**src/rtl/cmp_event_tracker.sv**
```systemverilog
// Comparator outcome tracker: saturating A>B / A<B / A==B counters, a committed-relation FSM and crossing pulses.
// Optional build macro CMP_HYST_EN: a relation must repeat HYST_N accepted times in a row before it commits.
module cmp_event_tracker #(
  parameter int CNT_W  = 8,
  parameter int HYST_N = 3
) (
  input  logic             clk,
  input  logic             rst_n,
  input  logic             in_valid,
  input  logic             a_grt_b,
  input  logic             a_less_b,
  input  logic             a_eq_b,
  input  logic             clr,
  output logic [CNT_W-1:0] gt_cnt,
  output logic [CNT_W-1:0] lt_cnt,
  output logic [CNT_W-1:0] eq_cnt,
  output logic [1:0]       cur_state,
  output logic             rise_pulse,
  output logic             fall_pulse,
  output logic             err
);

  localparam logic [1:0] ST_UNK = 2'b00;
  localparam logic [1:0] ST_LT  = 2'b01;
  localparam logic [1:0] ST_EQ  = 2'b10;
  localparam logic [1:0] ST_GT  = 2'b11;

  localparam logic [1:0] SIDE_NONE = 2'd0;
  localparam logic [1:0] SIDE_LT   = 2'd1;
  localparam logic [1:0] SIDE_GT   = 2'd2;

  localparam logic [CNT_W-1:0] CNT_MAX = '1;

  logic [2:0] flags;
  logic       one_hot;
  logic       accept;
  logic       bad_flags;
  logic [1:0] outcome;
  logic       commit;
  logic [1:0] last_side;

  assign flags     = {a_grt_b, a_less_b, a_eq_b};
  assign one_hot   = (flags == 3'b100) || (flags == 3'b010) || (flags == 3'b001);
  assign accept    = in_valid && one_hot && !clr;
  assign bad_flags = in_valid && !one_hot && !clr;

  // NOTE: every signal assigned in always_comb gets a default first, otherwise a missed branch infers a latch.
  always_comb begin
    outcome = ST_EQ;
    if (a_grt_b)       outcome = ST_GT;
    else if (a_less_b) outcome = ST_LT;
  end

`ifdef CMP_HYST_EN
  localparam int RUN_W = $clog2(HYST_N) + 1;
  localparam logic [RUN_W-1:0] RUN_TARGET = RUN_W'(HYST_N);

  logic [RUN_W-1:0] run_cnt;
  logic [RUN_W-1:0] run_nxt;
  logic [1:0]       cand;

  // The run saturates at the target so a long steady run keeps re-committing the same state harmlessly.
  always_comb begin
    run_nxt = run_cnt;
    if (accept) begin
      if (run_cnt != '0 && outcome == cand)
        run_nxt = (run_cnt >= RUN_TARGET) ? RUN_TARGET : run_cnt + RUN_W'(1);
      else
        run_nxt = RUN_W'(1);
    end
  end

  assign commit = accept && (run_nxt >= RUN_TARGET);

  always_ff @(posedge clk or negedge rst_n) begin
    if (!rst_n) begin
      run_cnt <= '0;
      cand    <= ST_UNK;
    end else if (clr) begin
      run_cnt <= '0;
      cand    <= ST_UNK;
    end else if (accept) begin
      run_cnt <= run_nxt;
      cand    <= outcome;
    end
  end
`else
  assign commit = accept;
`endif

  // NOTE: sequential state uses non-blocking assignments so every register samples pre-edge values.
  always_ff @(posedge clk or negedge rst_n) begin
    if (!rst_n) begin
      gt_cnt     <= '0;
      lt_cnt     <= '0;
      eq_cnt     <= '0;
      cur_state  <= ST_UNK;
      last_side  <= SIDE_NONE;
      rise_pulse <= 1'b0;
      fall_pulse <= 1'b0;
      err        <= 1'b0;
    end else begin
      rise_pulse <= 1'b0;
      fall_pulse <= 1'b0;
      if (clr) begin
        gt_cnt    <= '0;
        lt_cnt    <= '0;
        eq_cnt    <= '0;
        cur_state <= ST_UNK;
        last_side <= SIDE_NONE;
        err       <= 1'b0;
      end else begin
        if (bad_flags) err <= 1'b1;
        if (accept) begin
          if (outcome == ST_GT && gt_cnt != CNT_MAX) gt_cnt <= gt_cnt + CNT_W'(1);
          if (outcome == ST_LT && lt_cnt != CNT_MAX) lt_cnt <= lt_cnt + CNT_W'(1);
          if (outcome == ST_EQ && eq_cnt != CNT_MAX) eq_cnt <= eq_cnt + CNT_W'(1);
        end
        if (commit) begin
          cur_state <= outcome;
          // EQ commits leave last_side alone so LT..EQ..GT still counts as a crossing.
          if (outcome == ST_GT) begin
            last_side  <= SIDE_GT;
            rise_pulse <= (last_side == SIDE_LT);
          end else if (outcome == ST_LT) begin
            last_side  <= SIDE_LT;
            fall_pulse <= (last_side == SIDE_GT);
          end
        end
      end
    end
  end

endmodule

```
**config.mk**
```make
export PLATFORM = sky130hd
export DESIGN_NAME = cmp_event_tracker
export DESIGN_NICKNAME = d
export VERILOG_FILES = /design/src/rtl/cmp_event_tracker.sv
export SDC_FILE = /design/constraint.sdc
export NUM_CORES = 1
export LEC_CHECK = 0
export BUFFER_PORTS_ARGS = -buffer_cell sky130_fd_sc_hd__buf_2
export CAP_MARGIN = 30
export CORE_MARGIN = 2
export CORE_UTILIZATION = 40
export DETAILED_ROUTE_END_ITERATION = 8
export HOLD_SLACK_MARGIN = 0.03
export MAX_ROUTING_LAYER = met4
export PLACE_DENSITY = 0.65
export SLEW_MARGIN = 0
export SYNTH_ARGS = -nofsm -noshare
export SYNTH_HDL_FRONTEND = slang
export SYNTH_SLANG_ARGS = --single-unit
export TNS_END_PERCENT = 10
```
**constraint.sdc**
```tcl
create_clock -name clk -period 3.4 [get_ports clk]
set_input_delay 0.34 -clock clk [delete_from_list [all_inputs] [get_ports clk]]
set_output_delay 0.34 -clock clk [all_outputs]
set_load 0.1 [all_outputs]
```
==> reports/results.txt, run 1 <==
Net Switching: 190 µW
type of the worst setup path: flip-flop to flip-flop
# clock sinks: 31
Setup WS pre-CTS: 1430 ps
Logic pwr share: 10.8%
final RePlAce weighted congestion: 0.813
register area share after synthesis: 46.4%
setup TNS: 0 ps
worst r2r path cells: 5
CTS tree: yes
Finish-stage setup viols: 0
postcts setup bufs: 0
WP data arrival: 1920 ps
status: complete, no violations
Post-Synthesis Cell Area: 0.00167 mm²
Die W: 68.7 µm
Syn Nets: 183
PwrDens: 370 mW/mm²
post-DP HPWL: 2400 µm
fmax: 568 MHz
Fillers: 391
min-delay worst type: primary input to async pin
DR pass1 iterations: 4
P_leak: 0.940 nW
Max Slew Vio Count: 0
Die Ht: 68.7 µm
antenna cell count: 0
maxcap violations: 0
vias per cell: 5.42
drt total wl: 3310 µm
CTS max path bufs: 2
TritonCTS buffer count: 5
core area: 0.00400 mm²
post-synthesis sequential element count: 31
Tightest Pin Transition: 682 ps
worst skew pair latency: 270 ps
GRT overflow: 0
port bufs: 35
Final nets: 218
# IOs: 36
Yosys top cell by area: dfrtp_1
hold_buf cts: 0
Pint: 533 µW
Yosys top cell area share: 46.4%
Yosys warning count: 0
CP startpoint kind: flip-flop
setup slack after layout: 1640 ps
Reg clk slew, reported paths: 60 ps
Final Cycle Share: 51.8%
Initial Util: 41.8%
Root Buffer: clkbuf_8
first-pass GRT wire length: 5410 µm
initial antenna violation count: 0
endpoint class of the critical path: flip-flop
Syn Inst Count: 173
Tmin final: 1760 ps
CP Max Fanout: 6
Overall Power: 723 µW
Max transition margin: 54.5%
Hold Vio Cnt, Final: 0
vias in the first global route: 1267
post-CTS sizing: 0
Area growth, synth to finish: 16.9%
Reg power frac: 52.3%
Via Count: 1404
clock skew: 2.77 ps
synth top area cells: dfrtp_1, xor2_1, nor2_1
Main synth FF type: dfrtp_1
layout cells sized above 1: 22.0%
Total GRT Usage: 15.9%
switch share: 26.3%
Initial DRC Count: 64
ANT nets after route: 0
Rows: 23
Peak VDD IR: 0.184 mV
WP data required: 3560 ps
H-tree levels: 2
count of cell types in the netlist: 40
Die Area: 0.00472 mm²
number of enable flip-flop cells after synthesis: 0
DR DRC count: 0
placed insts: 251
RSZ-0062 raised after global routing: no
largest net degree at the start of global routing: 32
DR WL/cell: 12.8 µm
fin cells: 259
clock power share: 36.8%
Syn Area/Cell: 9.67 µm²
asr flop ratio synth: 100%
-- flip-flops by register name (all words and copies together), names as in the netlist --
signal,cells
eq_cnt,8
rise_pulse,1
fall_pulse,1
last_side,2
err,1
gt_cnt,8
cur_state,2
lt_cnt,8
-- stage by stage --
stage | hold slack [ps] | instance area, µm² | utilization, %
final | 105 | 1960 | 48.9
after global routing | 150 | 1960 | 48.9
after CTS | 123 | 1960 | 48.9
after detailed placement | 424 | 1870 | 46.9
after global placement | 422 | 1870 | 46.9
after floorplan | 44.4 | 1670 | -
-- critical path, cell delays in order, from the launching register on --
cell and delay (ps):
dfrtp_1 400, ha_1 210, nand3_1 120, o21ai_1 370
nor2_1 180, a221o_1 370
-- synthesized netlist by cell type, drive strengths merged (5+ instances only) --
cell type  instances
nor2              19
o21ai             11
nor3               8
nand2             15
xor2              10
o2111ai            5
dfrtp             31
clkbuf             5
a21oi              8
nand3              6
and2               5
-- power groups by stage --
stage | clock, mW | sequential, mW | combinational, mW
2_1_floorplan | 0 | 0.413 | 0.0313
3_3_place_gp | 0 | 0.385 | 0.0788
6_report | 0.266 | 0.378 | 0.0784
5_1_grt | 0.294 | 0.379 | 0.0858
4_1_cts | 0.277 | 0.378 | 0.0794
3_5_place_dp | 0 | 0.385 | 0.0793
-- cell usage in the layout, fill, tap and decap left out, types with 2 or more instances in the layout --
cell       count
o2111ai_1      4
nor3_1         8
ha_1           3
and3_1         2
clkbuf_8       5
nand2_1       15
o211ai_1       4
nand4_1        4
nor4_1         2
nand3_1        6
a221o_1        4
inv_1          4
nor2_1        19
a211oi_1       3
mux2i_1        4
dfrtp_1       31
clkbuf_1       2
xor2_1        10
or3_1          3
and2_1         5
buf_2         35
o21ai_0       10
a21oi_1        8
nor2b_1        2
-- layout make-up --
cell class / instances / area, µm² / area share [%]
Clock buffer: 7 / 76.3 / 3.90
Clock inverter: 1 / 5.00 / 0.256
Inverter: 4 / 15.0 / 0.768
Multi-Input combinational cell: 131 / 846 / 43.3
Sequential cell: 31 / 776 / 39.7
Tap cell: 50 / 62.6 / 3.20
Timing Repair Buffer: 35 / 175 / 8.96
-- cells by family (layout without fill, tap and decap cells) --
group	after synthesis	after routing	synth area share [%]
muxes	5	5	3.07
xor gates and xnor gates	10	10	5.24
DFF	31	31	46.4
buffers and inverters	11	47	3.07
and+or+nand+nor	73	73	22.9
adders and majority gates	3	3	2.24
AOI/OAI and AO/OA	40	40	17.1
-- final timing paths --
kind | startpoint | to | slack, ps
max in group asynchronous | rst_n | cur_state[1]$_DFFE_PN0P_ | 2850
worst max register to register | gt_cnt[0]$_DFFE_PN0P_ | gt_cnt[4]$_DFFE_PN0P_ | 1640
worst min-delay path | rst_n | eq_cnt[1]$_DFFE_PN0P_ | 100
worst max-delay path | gt_cnt[0]$_DFFE_PN0P_ | gt_cnt[4]$_DFFE_PN0P_ | 1640
min in group clk | a_less_b | fall_pulse$_DFF_PN0_ | 400
worst min register to register | last_side[1]$_DFFE_PN0P_ | rise_pulse$_DFF_PN0_ | 500
-- metal layers --
layer / GRT usage [%] / wire [µm] / share of wire (%) / vias up
li1: - / - / - / 704
met1: 20.1 / 1620 / 49 / 672
met2: 24.4 / 1530 / 46 / 24
met3: 3.57 / 126 / 3.8 / 4
met4: 6.75 / 37 / 1.1 / 0
met5: - / 0 / 0 / -
Power figures use the tool's default switching activity.
==> run 2: changes to the inputs <==
--- a/config.mk
+++ b/config.mk
@@ -12,7 +12,7 @@
 export DETAILED_ROUTE_END_ITERATION = 8
 export HOLD_SLACK_MARGIN = 0.03
 export MAX_ROUTING_LAYER = met4
-export PLACE_DENSITY = 0.65
+export PLACE_DENSITY = 0.67
 export SLEW_MARGIN = 0
 export SYNTH_ARGS = -nofsm -noshare
 export SYNTH_HDL_FRONTEND = slang
==> constraint.sdc (replaced) <==
create_clock -name clk -period 1.5 [get_ports clk]
set_input_delay 0.15 -clock clk [delete_from_list [all_inputs] [get_ports clk]]
set_output_delay 0.15 -clock clk [all_outputs]
set_load 0.1 [all_outputs]
==> run 2 against run 1 <==
  * The run now ends with setup timing left
  * First-iteration DRC count grew 75%
  * Final area rose by 23%
  * Via count is 12% higher
  * Critical path depth stayed put
  * Sequential share of layout area is 4.6 points lower
  * Non-clock buffer count rose by 41
==> reports/results.txt, run 2 (same netlist as run 1, synthesis figures left out) <==
status: finished, violations left
failing checks: setup timing
# IOs: 36 (unchanged)
postcts setup bufs: 0 (unchanged)
Tightest Pin Transition: 497 ps (-185 ps)
type of the worst setup path: flip-flop to flip-flop
worst skew pair latency: 280 ps (about the same)
Area growth, synth to finish: 43.2%
Die Ht: 68.7 µm (unchanged)
DR WL/cell: 13.3 µm (+3.7%)
Peak VDD IR: 0.464 mV (+150%)
Tmin final: 1590 ps (-168 ps)
Via Count: 1571 (+12%)
layout cells sized above 1: 48.8% (+27 points)
fmax: 628 MHz (+11%)
Fillers: 363 (-7.2%)
Die Area: 0.00472 mm² (unchanged)
CTS max path bufs: 2 (unchanged)
largest net degree at the start of global routing: 32 (unchanged)
maxcap violations: 0 (unchanged)
GRT overflow: 0 (unchanged)
Max Slew Vio Count: 0 (unchanged)
WP data required: 1700 ps (-1860 ps)
Total GRT Usage: 19.4% (+3.5 points)
DR pass1 iterations: 4 (unchanged)
area occupied by multi-input gates: 908 µm² (+7.4%)
antenna cell count: 0 (unchanged)
setup slack after layout: -91.9 ps (-1730 ps)
ANT nets after route: 0 (unchanged)
FF-to-FF setup slack: -90 ps (-1730 ps)
WP data arrival: 1790 ps (-130 ps)
CP startpoint kind: flip-flop
Initial DRC Count: 112 (+75%)
Overall Power: 1.69 mW (+130%)
CP Max Fanout: 4 (-2)
TritonCTS buffer count: 5 (unchanged)
Rows: 23 (unchanged)
vias per cell: 5.24 (-3.4%)
drt total wl: 3980 µm (+20%)
P_leak: 1.09 nW (+16%)
Max stage delay cell, worst path: or4_4
Final Cycle Share: 106% (+54 points)
Max transition margin: 67.1% (+13 points)
Hold Vio Cnt, Final: 0 (unchanged)
min-delay worst type: primary input to flip-flop
Setup WS pre-CTS: -63.4 ps (-1490 ps)
crit path buf inv count: 1 (+1)
register area: 841 µm² (+8.4%)
PwrDens: 706 mW/mm² (+91%)
CP top delay family: simple AND/OR/NAND/NOR gates
core area: 0.00400 mm² (unchanged)
CTS tree: yes
Initial Util: 41.8% (unchanged)
worst path cell trace: ha_4 > inv_4 > o2111ai_4 > or4_4 > a21oi_2
final RePlAce weighted congestion: 0.846 (+4.1%)
# clock sinks: 31 (unchanged)
DR DRC count: 0 (unchanged)
RSZ-0062 raised after global routing: yes
biggest regs: eq_cnt: 8 flops, gt_cnt: 8 flops, lt_cnt: 8 flops
Finish-stage setup viols: 1 (+1)
post-DP HPWL: 2910 µm (+21%)
Reg clk slew, reported paths: 70 ps (about the same)
vias in the first global route: 1501 (+18%)
commonest non-fill, non-tap cell in the layout: buf_4
port bufs: 35 (unchanged)
first-pass GRT wire length: 6630 µm (+23%)
leading cell types in the layout, fill and taps excluded: buf_4, buf_2, nor2_1, nand2_1, dfrtp_4
Die W: 68.7 µm (unchanged)
Final nets: 259 (+19%)
H-tree levels: 2 (unchanged)
clock skew: 9.38 ps (+6.61 ps)
initial antenna violation count: 0 (unchanged)
endpoint class of the critical path: flip-flop
CP max stage delay: 540 ps (+140 ps)
Root Buffer: clkbuf_8
[run 2: cell types whose count changed in the layout (fill, tap and decap cells not counted), sizes merged]
| cell | change |
|---|---|
| dlygate4sd3 | +1 |
| buf | +40 |
[run 2: worst min-delay path, delay by kind of cell]
kind            cells  cell delay, ps
compound gates      1             100
buf+inv             2             160
[run 2: per-stage QoR]
stage	cell area [µm²]	TNS, ps	std cells	util [%]	hold WS [ps]
final	2400	-91.9	300	59.9	162
after global routing	2400	-283	300	59.9	169
after CTS	2370	-90.7	300	59.4	160
after detailed placement	2280	-129	291	56.9	191
after global placement	2280	-72.8	291	56.9	190
after floorplan	1780	-3300	173	-	-146
[run 2: routing by layer]
layer,part of all wire (%),GRT usage [%]
met1,45,23.2
met2,50,31.6
met3,4.0,5.03
met4,0.73,7.00
met5,0,-
[run 2: what timing repair did]
| item | CTS | global route |
|---|---|---|
| pin swaps | 0 | 2 |
| hold endpoints to repair | 31 | 0 |
| hold buffers | 1 | 0 |
| gates cloned | 0 | 0 |
| gates resized for setup | 4 | 5 |
| endpoints found under the setup margin | 8 | 11 |
[run 2: layout make-up]
class | instances | area share [%]
Tap cell | 50 | 2.61
Inverter | 4 | 0.731
Timing Repair Buffer | 76 | 20.3
Multi-Input combinational cell | 131 | 37.9
Clock buffer | 7 | 3.19
Clock inverter | 1 | 0.209
Sequential cell | 31 | 35.1
[run 2: final timing paths]
check | startpoint | endpoint | cells past startpoint
hold reg to reg | err$_DFFE_PN0P_ | err$_DFFE_PN0P_ | 2
hold / removal | clr | last_side[0]$_DFFE_PN0P_ | 3
setup / recovery | eq_cnt[1]$_DFFE_PN0P_ | eq_cnt[7]$_DFFE_PN0P_ | 5
min in group asynchronous | rst_n | lt_cnt[0]$_DFFE_PN0P_ | 3
setup reg to reg | eq_cnt[1]$_DFFE_PN0P_ | eq_cnt[7]$_DFFE_PN0P_ | 5
max in group asynchronous | rst_n | eq_cnt[6]$_DFFE_PN0P_ | 3
[run 2: report_power, final]
group	internal [mW]	total [mW]	switching, mW
sequential	0.849	0.858	0.00902
combinational	0.0661	0.220	0.154
clock	0.325	0.613	0.288
total	1.24	1.69	0.452
==> run 3: changes to the inputs <==
--- a/config.mk
+++ b/config.mk
@@ -13,7 +13,8 @@
 export HOLD_SLACK_MARGIN = 0.03
 export MAX_ROUTING_LAYER = met4
 export PLACE_DENSITY = 0.67
-export SLEW_MARGIN = 0
+export RECOVER_POWER = 100
+export SLEW_MARGIN = 20
 export SYNTH_ARGS = -nofsm -noshare
 export SYNTH_HDL_FRONTEND = slang
 export SYNTH_SLANG_ARGS = --single-unit
==> run 3 against run 2 <==
  * The flow still finishes with violations (setup timing)
  * Critical endpoint unchanged
  * Largest cell class unchanged
  * Clock power hardly changed
  * Count of clock-buffer cells in the layout is the same
  * Total power decreased by 0.32%
  * Final area fell by 1.7%
  * Non-clock buffer count stayed put
  * Flip-flop and latch count is the same
  * Maximum frequency hardly changed
  * Die area unchanged
  * Core utilization is 1.0 points lower
  * Worst setup slack hardly changed
==> reports/results.txt, run 3 (same netlist as run 1, synthesis figures left out) <==
initial antenna violation count: 0 (unchanged)
Max transition margin: 49.4% (-18 points)
Final Core Density: 58.9% (-1.0 points)
Tightest Pin Transition: 759 ps (+261 ps)
CP Max Fanout: 4 (unchanged)
WL met1: 1800 µm (-0.55%)
WP data arrival: 1790 ps (about the same)
Highest Signal Layer: met4
Peak VDD IR: 0.464 mV (about the same)
Total GRT Usage: 19.4% (unchanged)
Final Cycle Share: 106% (about the same)
RSZ-0062 raised after global routing: yes
GRT overflow: 0 (unchanged)
post-DP HPWL: 2910 µm (unchanged)
CP startpoint kind: flip-flop
ANT nets after route: 0 (unchanged)
fin cells: 300 (unchanged)
Via Count: 1577 (+0.38%)
PwrDens: 716 mW/mm² (+1.4%)
port bufs: 35 (unchanged)
Reg clk slew, reported paths: 70 ps (about the same)
DR WL/cell: 13.2 µm (-0.15%)
maxcap violations: 0 (unchanged)
setup slack after layout: -91.8 ps (+0.0974 ps)
leading cell types in the layout, fill and taps excluded: buf_4, clkbuf_2, nor2_1, nand2_1, dfrtp_4
Initial DRC Count: 136 (+21%)
biggest regs: eq_cnt: 8 flops, gt_cnt: 8 flops, lt_cnt: 8 flops
Tmin final: 1590 ps (-0.0974 ps)
H-tree levels: 2 (unchanged)
Routed met2 length: 1960 µm (-0.81%)
DR pass1 iterations: 5 (+1)
CTS tree: yes
min-delay worst type: primary input to flip-flop
WP data required: 1700 ps (about the same)
clock skew: 9.75 ps (+0.369 ps)
DR DRC count: 0 (unchanged)
vias per cell: 5.26 (+0.38%)
failing checks: setup timing
Die Ht: 68.7 µm (unchanged)
Die W: 68.7 µm (unchanged)
Final nets: 259 (unchanged)
Finish-stage setup viols: 6 (+5)
antenna cell count: 0 (unchanged)
vias in the first global route: 1501 (unchanged)
Rows: 23 (unchanged)
Hold Vio Cnt, Final: 0 (unchanged)
# clock sinks: 31 (unchanged)
drt total wl: 3970 µm (-0.15%)
Root Buffer: clkbuf_8
commonest non-fill, non-tap cell in the layout: buf_4
status: finished, violations left
fmax: 628 MHz (about the same)
CTS max path bufs: 2 (unchanged)
endpoint class of the critical path: flip-flop
# IOs: 36 (unchanged)
layout cells sized above 1: 46.0% (-2.8 points)
first-pass GRT wire length: 6630 µm (unchanged)
WL met3: 158 µm (-0.63%)
P_leak: 1.06 nW (-3.5%)
type of the worst setup path: flip-flop to flip-flop
largest net degree at the start of global routing: 32 (unchanged)
Max Slew Vio Count: 0 (unchanged)
worst skew pair latency: 280 ps (about the same)
placed insts: 291 (unchanged)
Initial Util: 41.8% (unchanged)
Fillers: 372 (+2.5%)
Area growth, synth to finish: 40.8%
TritonCTS buffer count: 5 (unchanged)
Die Area: 0.00472 mm² (unchanged)
core area: 0.00400 mm² (unchanged)
final RePlAce weighted congestion: 0.846 (unchanged)
-- run 3: repair_timing --
| action | CTS | global route |
|---|---|---|
| pin swaps | 0 | 2 |
| endpoints found under the setup margin | 8 | 11 |
| buffers inserted | 0 | 0 |
| endpoints found under the hold margin | 31 | 0 |
| gates resized for setup | 4 | 5 |
| hold buffers | 1 | 0 |
-- run 3: layout make-up --
cell class	count	area, µm²	area share (%)
flip-flops and latches	31	841	35.7
multi-input cells	131	886	37.6
repair buffers	76	468	19.9
inverters	4	17.5	0.743
well taps	50	62.6	2.66
clock buffers	7	76.3	3.24
clock inverters	1	5.00	0.212
-- run 3: path summary, 6_finish.rpt --
check / slack [ps] / to / cells after the start / start
min in group asynchronous: 550 / lt_cnt[0]$_DFFE_PN0P_ / 3 / rst_n
min reg2reg: 500 / err$_DFFE_PN0P_ / 2 / err$_DFFE_PN0P_
max reg2reg: -90 / eq_cnt[7]$_DFFE_PN0P_ / 5 / eq_cnt[1]$_DFFE_PN0P_
min: 160 / last_side[0]$_DFFE_PN0P_ / 3 / clr
max: -90 / eq_cnt[7]$_DFFE_PN0P_ / 5 / eq_cnt[1]$_DFFE_PN0P_
max in group asynchronous: 380 / eq_cnt[6]$_DFFE_PN0P_ / 3 / rst_n
-- run 3: power breakdown --
group	leakage, nW	total [mW]	switching, mW	internal [mW]
Sequential	0.386	0.858	0.00873	0.849
Combinational	0.628	0.214	0.154	0.0602
Clock	0.0422	0.614	0.289	0.325
-- run 3: stage by stage --
| stage | setup slack, ps | cell area, µm² | setup TNS [ps] | hold slack (ps) | power [mW] |
|---|---|---|---|---|---|
| after floorplan | -243 | 1780 | -3300 | -146 | 1.01 |
| after global placement | -39.9 | 2280 | -72.8 | 190 | 1.09 |
| after detailed placement | -63.4 | 2280 | -129 | 191 | 1.09 |
| after CTS | -90.7 | 2370 | -90.7 | 160 | 1.71 |
| after global routing | -122 | 2360 | -671 | 169 | 1.76 |
| final | -91.8 | 2360 | -168 | 161 | 1.69 |
-- run 3: layer usage --
| layer | global-route usage (%) | up-vias |
|---|---|---|
| met5 | - | - |
| met4 | 7.00 | 0 |
| met3 | 5.03 | 7 |
| met2 | 31.6 | 32 |
| met1 | 23.2 | 755 |
| li1 | - | 783 |
-- run 3: worst max-delay path, cell delays in order, from the launching register on --
cell	delay [ps]
dfrtp_4	490
ha_4	180
inv_4	60
o2111ai_4	120
or4_4	540
a21oi_2	120
